**src/rtl/action_scheduler_if.sv**
```systemverilog
// Shared map-write port: one bomb placement request at a time, accepted by bomb_ack.
interface action_scheduler_if;
    logic bomb_req;
    logic bomb_player;
    logic bomb_ack;

    modport master (output bomb_req, output bomb_player, input bomb_ack);
    modport slave  (input bomb_req, input bomb_player, output bomb_ack);
endinterface

```
**src/rtl/action_scheduler.sv**
```systemverilog
// Turns held direction keys into frame-aligned step strobes and arbitrates
// rate-limited bomb placements from two players onto one map-write port.
module action_scheduler #(
    parameter int MOVE_DIV      = 4,
    parameter int BOMB_COOLDOWN = 30,
    parameter int MAX_BOMBS     = 2
) (
    input  logic                Clk,
    input  logic                Reset,
    input  logic                frame_tick,
    input  logic [7:0]          p1move,
    input  logic [7:0]          p2move,
    input  logic                p1bomb,
    input  logic                p2bomb,
    output logic                p1_step,
    output logic [1:0]          p1_dir,
    output logic                p2_step,
    output logic [1:0]          p2_dir,
    action_scheduler_if.master  map,
    input  logic                p1_bomb_done,
    input  logic                p2_bomb_done,
    output logic [1:0]          p1_active,
    output logic [1:0]          p2_active
);

    localparam int MW = (MOVE_DIV > 1) ? $clog2(MOVE_DIV) : 1;
    localparam int CW = (BOMB_COOLDOWN > 0) ? $clog2(BOMB_COOLDOWN + 1) : 1;

    typedef enum logic [1:0] {S_IDLE, S_SERVE_P1, S_SERVE_P2} state_t;

    // Decoded key: {valid, dir[1:0]}
    function automatic logic [2:0] decode_p1(input logic [7:0] k);
        case (k)
            8'd26:   return 3'b100;
            8'd22:   return 3'b101;
            8'd4:    return 3'b110;
            8'd7:    return 3'b111;
            default: return 3'b000;
        endcase
    endfunction

    function automatic logic [2:0] decode_p2(input logic [7:0] k);
        case (k)
            8'd82:   return 3'b100;
            8'd81:   return 3'b101;
            8'd80:   return 3'b110;
            8'd79:   return 3'b111;
            default: return 3'b000;
        endcase
    endfunction

    state_t                 state_q, state_d;
    logic                   last_grant_q, last_grant_d;
    logic [1:0][MW-1:0]     mcnt_q, mcnt_d;
    logic [1:0]             step_q, step_d;
    logic [1:0][1:0]        dir_q, dir_d;
    logic [1:0]             hist_q, hist_d;
    logic [1:0]             pend_q, pend_d;
    logic [1:0][CW-1:0]     cd_q, cd_d;
    logic [1:0][1:0]        active_q, active_d;

    logic [1:0][2:0]        key;
    logic [1:0]             bomb_in;
    logic [1:0]             done_in;
    logic [1:0]             grant;

    always_comb begin
        key[0]   = decode_p1(p1move);
        key[1]   = decode_p2(p2move);
        bomb_in  = {p2bomb, p1bomb};
        done_in  = {p2_bomb_done, p1_bomb_done};
        grant[0] = (state_q == S_SERVE_P1) && map.bomb_ack;
        grant[1] = (state_q == S_SERVE_P2) && map.bomb_ack;
    end

    // Move path: mcnt keeps running across direction changes, clears on release.
    always_comb begin
        for (int i = 0; i < 2; i++) begin
            mcnt_d[i] = mcnt_q[i];
            step_d[i] = 1'b0;
            dir_d[i]  = 2'b00;
            if (!key[i][2]) begin
                mcnt_d[i] = '0;
            end else if (frame_tick) begin
                if (mcnt_q[i] == '0) begin
                    step_d[i] = 1'b1;
                    dir_d[i]  = key[i][1:0];
                end
                mcnt_d[i] = (mcnt_q[i] == MW'(MOVE_DIV - 1)) ? '0 : mcnt_q[i] + 1'b1;
            end
        end
    end

    // Bomb path: presses that arrive while ineligible are dropped, never queued.
    always_comb begin
        hist_d = bomb_in;
        for (int i = 0; i < 2; i++) begin
            pend_d[i]   = pend_q[i];
            cd_d[i]     = cd_q[i];
            active_d[i] = active_q[i];
            if (grant[i]) begin
                pend_d[i] = 1'b0;
            end else if (bomb_in[i] && !hist_q[i] && (cd_q[i] == '0) &&
                         (active_q[i] < 2'(MAX_BOMBS)) && !pend_q[i]) begin
                pend_d[i] = 1'b1;
            end
            if (grant[i]) begin
                cd_d[i] = CW'(BOMB_COOLDOWN);
            end else if (frame_tick && (cd_q[i] != '0)) begin
                cd_d[i] = cd_q[i] - 1'b1;
            end
            if (grant[i] && !done_in[i]) begin
                active_d[i] = active_q[i] + 2'd1;
            end else if (!grant[i] && done_in[i] && (active_q[i] != 2'd0)) begin
                active_d[i] = active_q[i] - 2'd1;
            end
        end
    end

    always_ff @(posedge Clk) begin
        if (Reset) begin
            state_q <= S_IDLE;
        end else begin
            state_q <= state_d;
        end
    end

    always_comb begin
        state_d      = state_q;
        last_grant_d = last_grant_q;
        case (state_q)
            S_IDLE: begin
                if (pend_q == 2'b11) begin
                    state_d = last_grant_q ? S_SERVE_P1 : S_SERVE_P2;
                end else if (pend_q[0]) begin
                    state_d = S_SERVE_P1;
                end else if (pend_q[1]) begin
                    state_d = S_SERVE_P2;
                end
            end
            S_SERVE_P1: begin
                if (map.bomb_ack) begin
                    state_d      = S_IDLE;
                    last_grant_d = 1'b0;
                end
            end
            S_SERVE_P2: begin
                if (map.bomb_ack) begin
                    state_d      = S_IDLE;
                    last_grant_d = 1'b1;
                end
            end
            default: state_d = S_IDLE;
        endcase
    end

    always_comb begin
        map.bomb_req    = (state_q != S_IDLE);
        map.bomb_player = (state_q == S_SERVE_P2);
    end

    always_ff @(posedge Clk) begin
        if (Reset) begin
            last_grant_q <= 1'b1;
            mcnt_q       <= '0;
            step_q       <= '0;
            dir_q        <= '0;
            hist_q       <= '0;
            pend_q       <= '0;
            cd_q         <= '0;
            active_q     <= '0;
        end else begin
            last_grant_q <= last_grant_d;
            mcnt_q       <= mcnt_d;
            step_q       <= step_d;
            dir_q        <= dir_d;
            hist_q       <= hist_d;
            pend_q       <= pend_d;
            cd_q         <= cd_d;
            active_q     <= active_d;
        end
    end

    assign p1_step   = step_q[0];
    assign p1_dir    = dir_q[0];
    assign p2_step   = step_q[1];
    assign p2_dir    = dir_q[1];
    assign p1_active = active_q[0];
    assign p2_active = active_q[1];

endmodule
```
**src/flat_wrapper.sv**
```systemverilog
// flat-port wrapper written by rule: the top's interface ports become plain ports
module action_scheduler_flat 
#(
    parameter int MOVE_DIV      = 4,
    parameter int BOMB_COOLDOWN = 30,
    parameter int MAX_BOMBS     = 2
)
  (Clk, Reset, frame_tick, p1move, p2move, p1bomb, p2bomb, p1_step, p1_dir, p2_step, p2_dir, p1_bomb_done, p2_bomb_done, p1_active, p2_active, map_bomb_req, map_bomb_player, map_bomb_ack);
  action_scheduler_if map_i ();
  input  logic Clk;
  input  logic Reset;
  input  logic frame_tick;
  input  logic [7:0] p1move;
  input  logic [7:0] p2move;
  input  logic p1bomb;
  input  logic p2bomb;
  output logic p1_step;
  output logic [1:0] p1_dir;
  output logic p2_step;
  output logic [1:0] p2_dir;
  input  logic p1_bomb_done;
  input  logic p2_bomb_done;
  output logic [1:0] p1_active;
  output logic [1:0] p2_active;
  output wire logic [$bits(map_i.bomb_req)-1:0] map_bomb_req;
  output wire logic [$bits(map_i.bomb_player)-1:0] map_bomb_player;
  input wire logic [$bits(map_i.bomb_ack)-1:0] map_bomb_ack;
  assign map_bomb_req = map_i.bomb_req;
  assign map_bomb_player = map_i.bomb_player;
  assign map_i.bomb_ack = map_bomb_ack;
  action_scheduler #(.MOVE_DIV(MOVE_DIV), .BOMB_COOLDOWN(BOMB_COOLDOWN), .MAX_BOMBS(MAX_BOMBS)) u_core (.Clk(Clk), .Reset(Reset), .frame_tick(frame_tick), .p1move(p1move), .p2move(p2move), .p1bomb(p1bomb), .p2bomb(p2bomb), .p1_step(p1_step), .p1_dir(p1_dir), .p2_step(p2_step), .p2_dir(p2_dir), .map(map_i), .p1_bomb_done(p1_bomb_done), .p2_bomb_done(p2_bomb_done), .p1_active(p1_active), .p2_active(p2_active));
endmodule
```
**config.mk**
```make
export PLATFORM = sky130hd
export DESIGN_NAME = action_scheduler_flat
export DESIGN_NICKNAME = d
export VERILOG_FILES = /design/src/rtl/action_scheduler_if.sv /design/src/rtl/action_scheduler.sv /design/src/flat_wrapper.sv
export SDC_FILE = /design/constraint.sdc
export NUM_CORES = 1
export LEC_CHECK = 0
export BUFFER_PORTS_ARGS = -buffer_cell sky130_fd_sc_hd__buf_4
export CAP_MARGIN = 30
export CORE_MARGIN = 2
export CORE_UTILIZATION = 35
export DETAILED_ROUTE_END_ITERATION = 8
export GPL_TIMING_DRIVEN = 0
export PLACE_DENSITY = 0.62
export SYNTH_ARGS = -nofsm -noshare
export SYNTH_HDL_FRONTEND = slang
export SYNTH_SLANG_ARGS = --single-unit
```
**constraint.sdc**
```tcl
create_clock -name Clk -period 2.8 [get_ports Clk]
set_input_delay 0.28 -clock Clk [delete_from_list [all_inputs] [get_ports Clk]]
set_output_delay 0.28 -clock Clk [all_outputs]
set_load 0.005 [all_outputs]
```
After elaboration in Yosys (flattened, before gate mapping) --
Index checks and enable logic that the tools add are counted.
Word-level totals: bits in registers 31, latch bits 0, bits in writable memories 0, ROM bits 0, input port bits 24, output and inout bits 12, logic and storage cells 124, memories kept 0
Cells by class: $add $sub $neg 8, multiply operators 0, div/mod/pow operators 0, magnitude comparators 2, eq/ne operators 17, shifts and indexed selects 0, multiplexer cells 23, bitwise gates (word level) 5, reductions and logical operators 52
Operator list (count):
- 8-bit by 7-bit equality test with 1-bit output, second input constant | 4
- 3-bit one-hot mux with 4 select lines | 2
- 2-bit 2-to-1 mux | 11
- 5-bit 2-to-1 mux | 4
- 1-bit logical AND | 18
- 8-bit by 3-bit equality test with 1-bit output, second input constant | 2
- 8-bit by 5-bit equality test with 1-bit output, second input constant | 2
- 2-bit nonzero test | 8
- 5-bit logical NOT | 2
- 5-bit nonzero test | 2
- 2-bit OR reduction | 5
- 5-bit by 1-bit subtractor with 5-bit output, second input constant | 2
- 2-bit by 1-bit adder with 2-bit output, second input constant | 4
- 2-bit equality test, second input constant | 4
- 1-bit logical NOT | 8
- 4-bit OR reduction | 2
- 2-bit logical NOT | 3
- 3-bit OR reduction | 2
- 1-bit inverter | 5
- 2-bit less-than comparator, second input constant | 2
- 1-bit 2-to-1 mux | 4
- 2-bit by 1-bit inequality test with 1-bit output, second input constant | 2
- 4-bit by 1-bit inequality test with 1-bit output, second input constant | 1
- 2-bit one-hot mux with 2 select lines | 1
- 6 further kinds | 7

Logic depth before layout (Yosys ltp) --
Gate-level depths: netlist of the first run.
depth after elaboration 7, depth in mapped cells 5, mapped depth without buffers 5

Worst setup path before layout of the first run --
No wires, ideal clock.
path kind flip-flop to flip-flop, start reg u_core.cd_q[0] (netlist name), end reg u_core.cd_q[3] (netlist name), library setup time 0.074 ns, arrival 1.304 ns, data required time 2.726 ns, setup slack 1.421 ns, cell stages (with the launch flop) 4, path buffers 0, clock period less this slack 1.379 ns, cells stage by stage dfxtp_1 -> or4b_1 -> or3_1 -> a31oi_1
On the way: cells in the longest elaborated chain, start to end 3, elaborated cells between the ends (all ways) 6, those cells by class add/sub: 1; mux: 2; reduce/logical: 3
Ends and longest elaborated chain:
- start, declared | line action_scheduler.sv:59 | logic [1:0][CW-1:0] cd_q, cd_d;
- start signal, assigned | line action_scheduler.sv:170 | cd_q <= '0;
- start signal, assigned | line action_scheduler.sv:179 | cd_q <= cd_d;
- 5-bit by 1-bit subtractor with 5-bit output / 5-bit nonzero test (equally long branches) | line action_scheduler.sv:110, action_scheduler.sv:109
- 5-bit 2-to-1 mux / 1-bit logical AND (equally long branches) | line action_scheduler.sv:109 | end else if (frame_tick && (cd_q[i] != '0)) begin
- 5-bit 2-to-1 mux / 2-bit nonzero test (equally long branches)
Several ways; a longest one is shown, not always the timed one. The select of a mux whose other input is x is not followed. A chain may end at the register's enable or synchronous reset.

Final worst setup path of the first run --
start reg u_core.cd_q[5] (netlist name), end reg u_core.cd_q[6] (netlist name)
The elaborated chain is that of the path after synthesis.

==> results of run 1 <==
## worst max-delay path: stages, from the launching register on
cell and delay (ps):
dfxtp_1 320, inv_1 60, ha_1 150, nor4b_2 460
and4b_1 260, a311oi_1 220
## power groups by stage
stage          Sequential, W  Combinational [W]  Clock (W)
2_1_floorplan       0.000588           0.000360          0
3_3_place_gp        0.000603           0.000481          0
3_5_place_dp        0.000605           0.000492          0
4_1_cts             0.000596           0.000494   0.000394
5_1_grt             0.000608           0.000557   0.000411
6_report            0.000595           0.000486   0.000377
## through the flow
stage / worst slack [ps] / hold WS, ps / instances / cell area [sq um] / total power, W
detailed placement: 1220 / 467 / 258 / 1860 / 0.00110
global route: 1090 / 253 / 266 / 1960 / 0.00158
CTS: 1210 / 221 / 266 / 1960 / 0.00148
floorplan: 1420 / 408 / 172 / 1540 / 0.000947
global placement: 1260 / 458 / 258 / 1860 / 0.00108
finish: 1240 / 225 / 266 / 1960 / 0.00146
## routing by layer
metal | GRT usage, % | vias to the layer above
met1 | 14.9 | 612
li1 | - | 704
met5 | 0 | -
met4 | 7.05 | 0
met2 | 21.0 | 33
met3 | 3.03 | 7
## flip-flops by register name, indices dropped and copies added (netlist names)
signal / cells
u_core.p2_active: 2
u_core.step_q: 2
u_core.pend_q: 2
u_core.p2_dir: 2
u_core.hist_q: 2
u_core.last_grant_q: 1
u_core.state_q: 2
u_core.p1_dir: 2
u_core.p1_active: 2
u_core.cd_q: 10
u_core.mcnt_q: 4
## path summary, 6_finish.rpt
| check | cells past startpoint | slack, ps | start | end |
|---|---|---|---|---|
| setup / recovery | 5 | 1240 | u_core.cd_q[5] | u_core.cd_q[6] |
| hold / removal | 2 | 230 | p1bomb | u_core.hist_q[0] |
| setup reg to reg | 5 | 1240 | u_core.cd_q[5] | u_core.cd_q[6] |
| hold reg to reg | 2 | 480 | u_core.cd_q[9] | u_core.cd_q[9] |
## cell type report
class | count | area, sq um | area share (%)
Timing Repair Buffer | 34 | 255 | 13.0
Buffer | 4 | 16.3 | 0.830
Multi-Input combinational cell | 122 | 847 | 43.2
Sequential cell | 31 | 621 | 31.7
Clock buffer | 8 | 100 | 5.11
Inverter | 15 | 56.3 | 2.87
Tap cell | 52 | 65.1 | 3.32
## synthesized netlist by cell type, drive strengths merged
cell type   n
a2111o      1
a21bo       2
a21o        1
a21oi      15
a221oi      2
a311oi      2
a31oi       9
and3b       1
and4b       2
buf         1
clkbuf      3
dfxtp      31
ha          9
inv        15
mux2        1
mux2i       2
nand2      13
nand2b      5
nand3       5
nand4b      3
nor2        6
nor2b       4
nor3        4
nor3b       5
nor4        3
nor4b       3
o21ai       5
o31ai       2
or2         1
or2b        1
or3         6
or4b        4
xnor2       2
xor2        3
## cells by family (layout without fill, tap and decap cells)
family	count (synthesis)	in the layout	share of synthesized area, %
flip-flops	31	31	40.3
XOR/XNOR	5	5	2.84
AND/OR/NAND/NOR	66	66	26.9
adder cells (fa/ha/maj)	9	9	7.31
AO/OA/AOI/OAI	39	39	15.9
multiplexers	3	3	2.03
buffers and inverters	19	61	4.71
==> metrics.md, run 1 <==
| Metric | Value |
|---|---|
| Initial antenna violation count | 0 |
| Highest clock rate | 640 MHz |
| DRT iter0 DRCs | 40 |
| Via count | 1356 |
| Post-synth top area share | 40.3% |
| Internal Power | 0.000996 W |
| Die W | between 70 and 80 um |
| Vias in the first global route | 1184 |
| Largest net degree at the start of global routing | 11 |
| Pwr dens | ~740 mW/mm^2 |
| Clock latency on the worst-skew pair | 280 ps |
| Post-layout util | 45.7% |
| DR pass1 iterations | 4 |
| Clock sinks | 31 |
| Status | completed |
| Layout cell share with drive strength beyond 1 | between 20 and 25% |
| Sequential area share after synthesis | between 40% and 50% |
| IO buf count | 34 |
| Routed WL | 2940 um |
| DR WL/cell | 11.1 um |
| Final period util | 55.8% |
| Post-cts resize count | 0 |
| Syn avg cell area | 8.95 sq um |
| Final RePlAce weighted congestion | 0.732 |
| Setup violations, final | 0 |
| RSZ-0062 raised after global routing | no |
| DRT antenna net count | 0 |
| Final hold viol count | 0 |
| Area growth from synthesis to layout | 27.3% |
| Required time worst endpoint | 2990 ps |
| Clk pwr share | 25.9% |
| Pleak | 0.793 nW |
| CTS H-tree depth | 2 |
| Root buffer cell | clkbuf_8 |
| Max-cap viol count | 0 |
| Total grt overflow | 0 |
| Deepest clock path buffer count | 2 |
| Unique masters post-synth | 35 |
| Met3 wire len | 148 um |
| Slew HR | 64.4% |
| Switching part of the total power | 31.7% |
| Setup crit end kind | register |
| Synthesized instance count | 172 |
| Syn_nets | roughly 210 |
| Routed vias/inst | 5.10 |
| Worst Path Arrival | 1750 ps |
| Met2 wire len | around 1400 um |
| ANT cells | 0 |
| Critical path launch point type | register |
| Critical path fanouts, max | 7 |
| Row count | 24 |
| Layout Skew | 4.66 ps |
| Clock period minus worst slack | 1560 ps |
| IR drop worst, VDD | 211 uV |
| Global-route wire length before repair | 4980 um |
| DRC | 0 |
| Detail Placement HPWL | 2250 um |
| Highest routing layer actually used | met4 |
| HP Class | primary input to register |
| Fin. max-slew vios | 0 |
| Fillers | 453 |
| Synth Cell Area | ~0.0015 sq mm |
| Seq pwr share | 40.8% |
| Logic pwr share | 33.3% |
| Die Y | 70.3 um |
| Core area | about 0.0043 sq mm |
| Clk slew on worst S/H paths | about 60 ps |
| CTS tree | done |
| Most frequent cells in the layout | buf_4 (34), dfxtp_1 (31), inv_1 (15), a21oi_1 (15), nand2_1 (13) |
| Setup TNS | 0 ps |
| Yosys reg bits | 31 |
| Hold Buf Count CTS | 0 |
| CTS Buf Count | 5 |
| Post-CTS Setup Bufs | 0 |
| CP Class | register to register |
| # IOs | 36 |
| GRT Total Usage | 12.7% |
| Ys Warns | 0 |
| Area contributors post-synth | dfxtp_1 (40%), ha_1 (7.3%), a21oi_1 (4.9%) |
| Slew @ Worst Pin | 533 ps |
| Largest area contributor in the netlist | dfxtp_1 |
| Effective utilization at floorplan | 35.9% |
| Final nets | approximately 250 |
| Met1 wire length | around 1400 um |
| Leading cell type in the layout, fill and taps excluded | buf_4 |
| Area of the die | 0.00495 sq mm |
| Switching pwr | 0.000463 W |
Power figures use the tool's default switching activity.
==> run 2, diff against run 1 <==
--- a/config.mk
+++ b/config.mk
@@ -11,7 +11,7 @@
 export CORE_UTILIZATION = 35
 export DETAILED_ROUTE_END_ITERATION = 8
 export GPL_TIMING_DRIVEN = 0
-export PLACE_DENSITY = 0.62
+export PLACE_DENSITY = 0.64
 export SYNTH_ARGS = -nofsm -noshare
 export SYNTH_HDL_FRONTEND = slang
 export SYNTH_SLANG_ARGS = --single-unit
==> constraint.sdc (replaced) <==
create_clock -name Clk -period 1.3 [get_ports Clk]
set_input_delay 0.13 -clock Clk [delete_from_list [all_inputs] [get_ports Clk]]
set_output_delay 0.13 -clock Clk [all_outputs]
set_load 0.005 [all_outputs]
==> run 2 against run 1 <==
The flow now finishes with violations (negative setup slack). Non-clock buffer count up 5. Via count increased by 1.8%. Clock skew about the same. First-iteration DRC count grew 7.5%. Clock power is 90% higher. Clock-buffer cell count fell by 1. Setup slack got worse by 1400 ps. Largest cell class unchanged.
==> metrics.md, run 2 (synthesis gave the netlist of run 1 again) <==
| Metric | Value |
|---|---|
| Status | complete, but fails checks |
| Failing checks | negative setup slack |
| Initial antenna violation count | 0 (unchanged) |
| Pwr dens | 1710 mW/mm^2 (+130%) |
| Met3 wire len | 141 um (-4.7%) |
| DRT iter0 DRCs | 43 (+7.5%) |
| Area of the die | 0.00495 sq mm (unchanged) |
| DR WL/cell | 11.8 um (+7.1%) |
| Clock period minus worst slack | 1420 ps (-147 ps) |
| Detail Placement HPWL | 2250 um (about the same) |
| Critical path launch point type | register |
| RSZ-0062 raised after global routing | yes |
| Slew @ Worst Pin | 565 ps (+32.0 ps) |
| Largest regs | u_core.cd_q x10, u_core.mcnt_q x4 |
| Final instance count without filler cells | 271 (+1.9%) |
| HP Class | primary input to register |
| Min-Delay Endpoint | u_core.hist_q[1] |
| Final RePlAce weighted congestion | 0.735 (+0.49%) |
| Required time worst endpoint | 1510 ps (-1480 ps) |
| Most frequent cells in the layout | buf_4 (39), dfxtp_1 (23), a21oi_1 (14), nand2_1 (11) |
| Effective utilization at floorplan | 35.9% (unchanged) |
| Fin. max-slew vios | 0 (unchanged) |
| Leading cell type in the layout, fill and taps excluded | buf_4 |
| CTS tree | done |
| Layout cell share with drive strength beyond 1 | 34.7% (+13 points) |
| Final nets | 251 (+2.0%) |
| Core area | 0.00429 sq mm (unchanged) |
| IR drop worst, VDD | 588 uV (+180%) |
| Flop2flop setup slack | -120 ps (-1350 ps) |
| Layout Skew | 5.05 ps (+0.390 ps) |
| Die W | 70.3 um (unchanged) |
| Routed vias/inst | 5.10 (about the same) |
| RR Startpoint | u_core.cd_q[7] |
| Via count | 1381 (+1.8%) |
| # IOs | 36 (unchanged) |
| Clock sinks | 31 (unchanged) |
| Setup violations, final | 7 (+7) |
| Row count | 24 (unchanged) |
| Highest routing layer actually used | met4 |
| Fillers | 433 (-4.4%) |
| IO buf count | 34 (unchanged) |
| Slew HR | 62.3% (-2.0 points) |
| Met2 wire len | 1560 um (+16%) |
| Deepest clock path buffer count | 2 (unchanged) |
| Root buffer cell | clkbuf_8 |
| Largest net degree at the start of global routing | 11 (unchanged) |
| Global-route wire length before repair | 5350 um (+7.3%) |
| CTS Buf Count | 5 (unchanged) |
| Largest register FFs | 10 (unchanged) |
| Clk slew on worst S/H paths | 60 ps (about the same) |
| Vias in the first global route | 1276 (+7.8%) |
| Highest clock rate | 706 MHz (+10%) |
| GRT Total Usage | 13.4% (+0.75 points) |
| Setup crit end kind | register |
| Total grt overflow | 0 (unchanged) |
| Final hold viol count | 0 (unchanged) |
| Critical path fanouts, max | 4 (-3) |
| DRC | 0 (unchanged) |
| # placed instances | 258 (unchanged) |
| DRT antenna net count | 0 (unchanged) |
| R2R depth | 3 (-2) |
| Pleak | 0.855 nW (+7.8%) |
| Post-layout util | 49.1% (+3.5 points) |
| Clock latency on the worst-skew pair | 280 ps (about the same) |
| Die Y | 70.3 um (unchanged) |
| Area growth from synthesis to layout | 37.0% |
| Hold Path Stages | 2 (unchanged) |
| Worst Path Arrival | 1620 ps (-130 ps) |
| Routed WL | 3210 um (+9.1%) |
| ANT cells | 0 (unchanged) |
| CTS H-tree depth | 2 (unchanged) |
| Max-cap viol count | 0 (unchanged) |
| Final period util | 109% (+53 points) |
| Met1 wire length | 1450 um (+6.1%) |
| Worst Hold Launch | p2bomb |
| CP Class | register to register |
| Final worst slack | -116 ps (-1350 ps) |
| Top reg by flops | u_core.cd_q |
| Reg-to-reg endpoint | u_core.cd_q[8] |
| DR pass1 iterations | 4 (unchanged) |
==> run 2: cell types whose count changed in the layout (fill, tap and decap cells not counted), moves of 5 or more <==
cell     change
dfxtp_2      +7
ha_4         +5
buf_4        +5
dfxtp_1      -8
inv_1        -6
ha_1         -5
inv_2        +5
==> run 2: final cells by class <==
cell class | count | area [sq um] | share of cell area (%)
buffer | 4 | 16.3 | 0.771
inverter | 15 | 58.8 | 2.79
timing repair buffer | 39 | 293 | 13.9
multi-input combinational | 122 | 962 | 45.6
tap | 52 | 65.1 | 3.08
sequential | 31 | 633 | 30.0
clock inverter | 1 | 5.00 | 0.237
clock buffer | 7 | 76.3 | 3.62
==> run 2: worst max-delay path by stage <==
stage	start	endpoint	slack, ps	cells after the start
floorplan	u_core.cd_q[0]	u_core.cd_q[3]	-60	3
global placement	u_core.cd_q[5]	u_core.cd_q[6]	-240	5
detailed placement	u_core.cd_q[0]	u_core.cd_q[1]	-240	5
CTS	u_core.cd_q[0]	u_core.cd_q[3]	-120	3
global route	u_core.cd_q[7]	u_core.cd_q[8]	-170	3
finish	u_core.cd_q[7]	u_core.cd_q[8]	-120	3
==> run 2: repair_timing <==
action | in CTS | in global routing
hold buffers | 0 | 0
hold endpoints to repair | 0 | 0
buffers inserted | 3 | 2
resized for setup | 26 | 10
pin swaps | 9 | 10
endpoints found under the setup margin | 16 | 12
cloned | 0 | 0
==> run 2: worst max-delay path: stages, from the launching register on <==
cell     delay [ps]
dfxtp_4         360
or4b_4          510
or3_1           320
a31oi_1         160
==> run 2: report_power, final <==
group | switching [W] | internal, W | total [W] | leakage, nW
Combinational | 0.000640 | 0.000885 | 0.00152 | 0.557
Sequential | 0.000203 | 0.00116 | 0.00136 | 0.256
Clock | 0.000343 | 0.000375 | 0.000718 | 0.0422
Total | 0.00119 | 0.00242 | 0.00361 | 0.855
==> run 2: through the flow <==
step | worst slack, ps | power (W) | hold WS (ps) | instance area, sq um | TNS [ps]
6_report | -116 | 0.00361 | 84.7 | 2110 | -403
5_1_grt | -170 | 0.00386 | 108 | 2110 | -856
3_5_place_dp | -239 | 0.00235 | 366 | 1860 | -2010
4_1_cts | -121 | 0.00342 | 86.8 | 2050 | -446
3_3_place_gp | -236 | 0.00232 | 358 | 1860 | -1700
2_1_floorplan | -63.4 | 0.00204 | 258 | 1540 | -205
==> run 2: per-layer routing <==
metal  GRT usage [%]  vias to the layer above
met5               0                        -
met4            5.77                        0
met3            3.46                        6
met2            23.0                       27
met1            15.7                      635
li1                -                      713
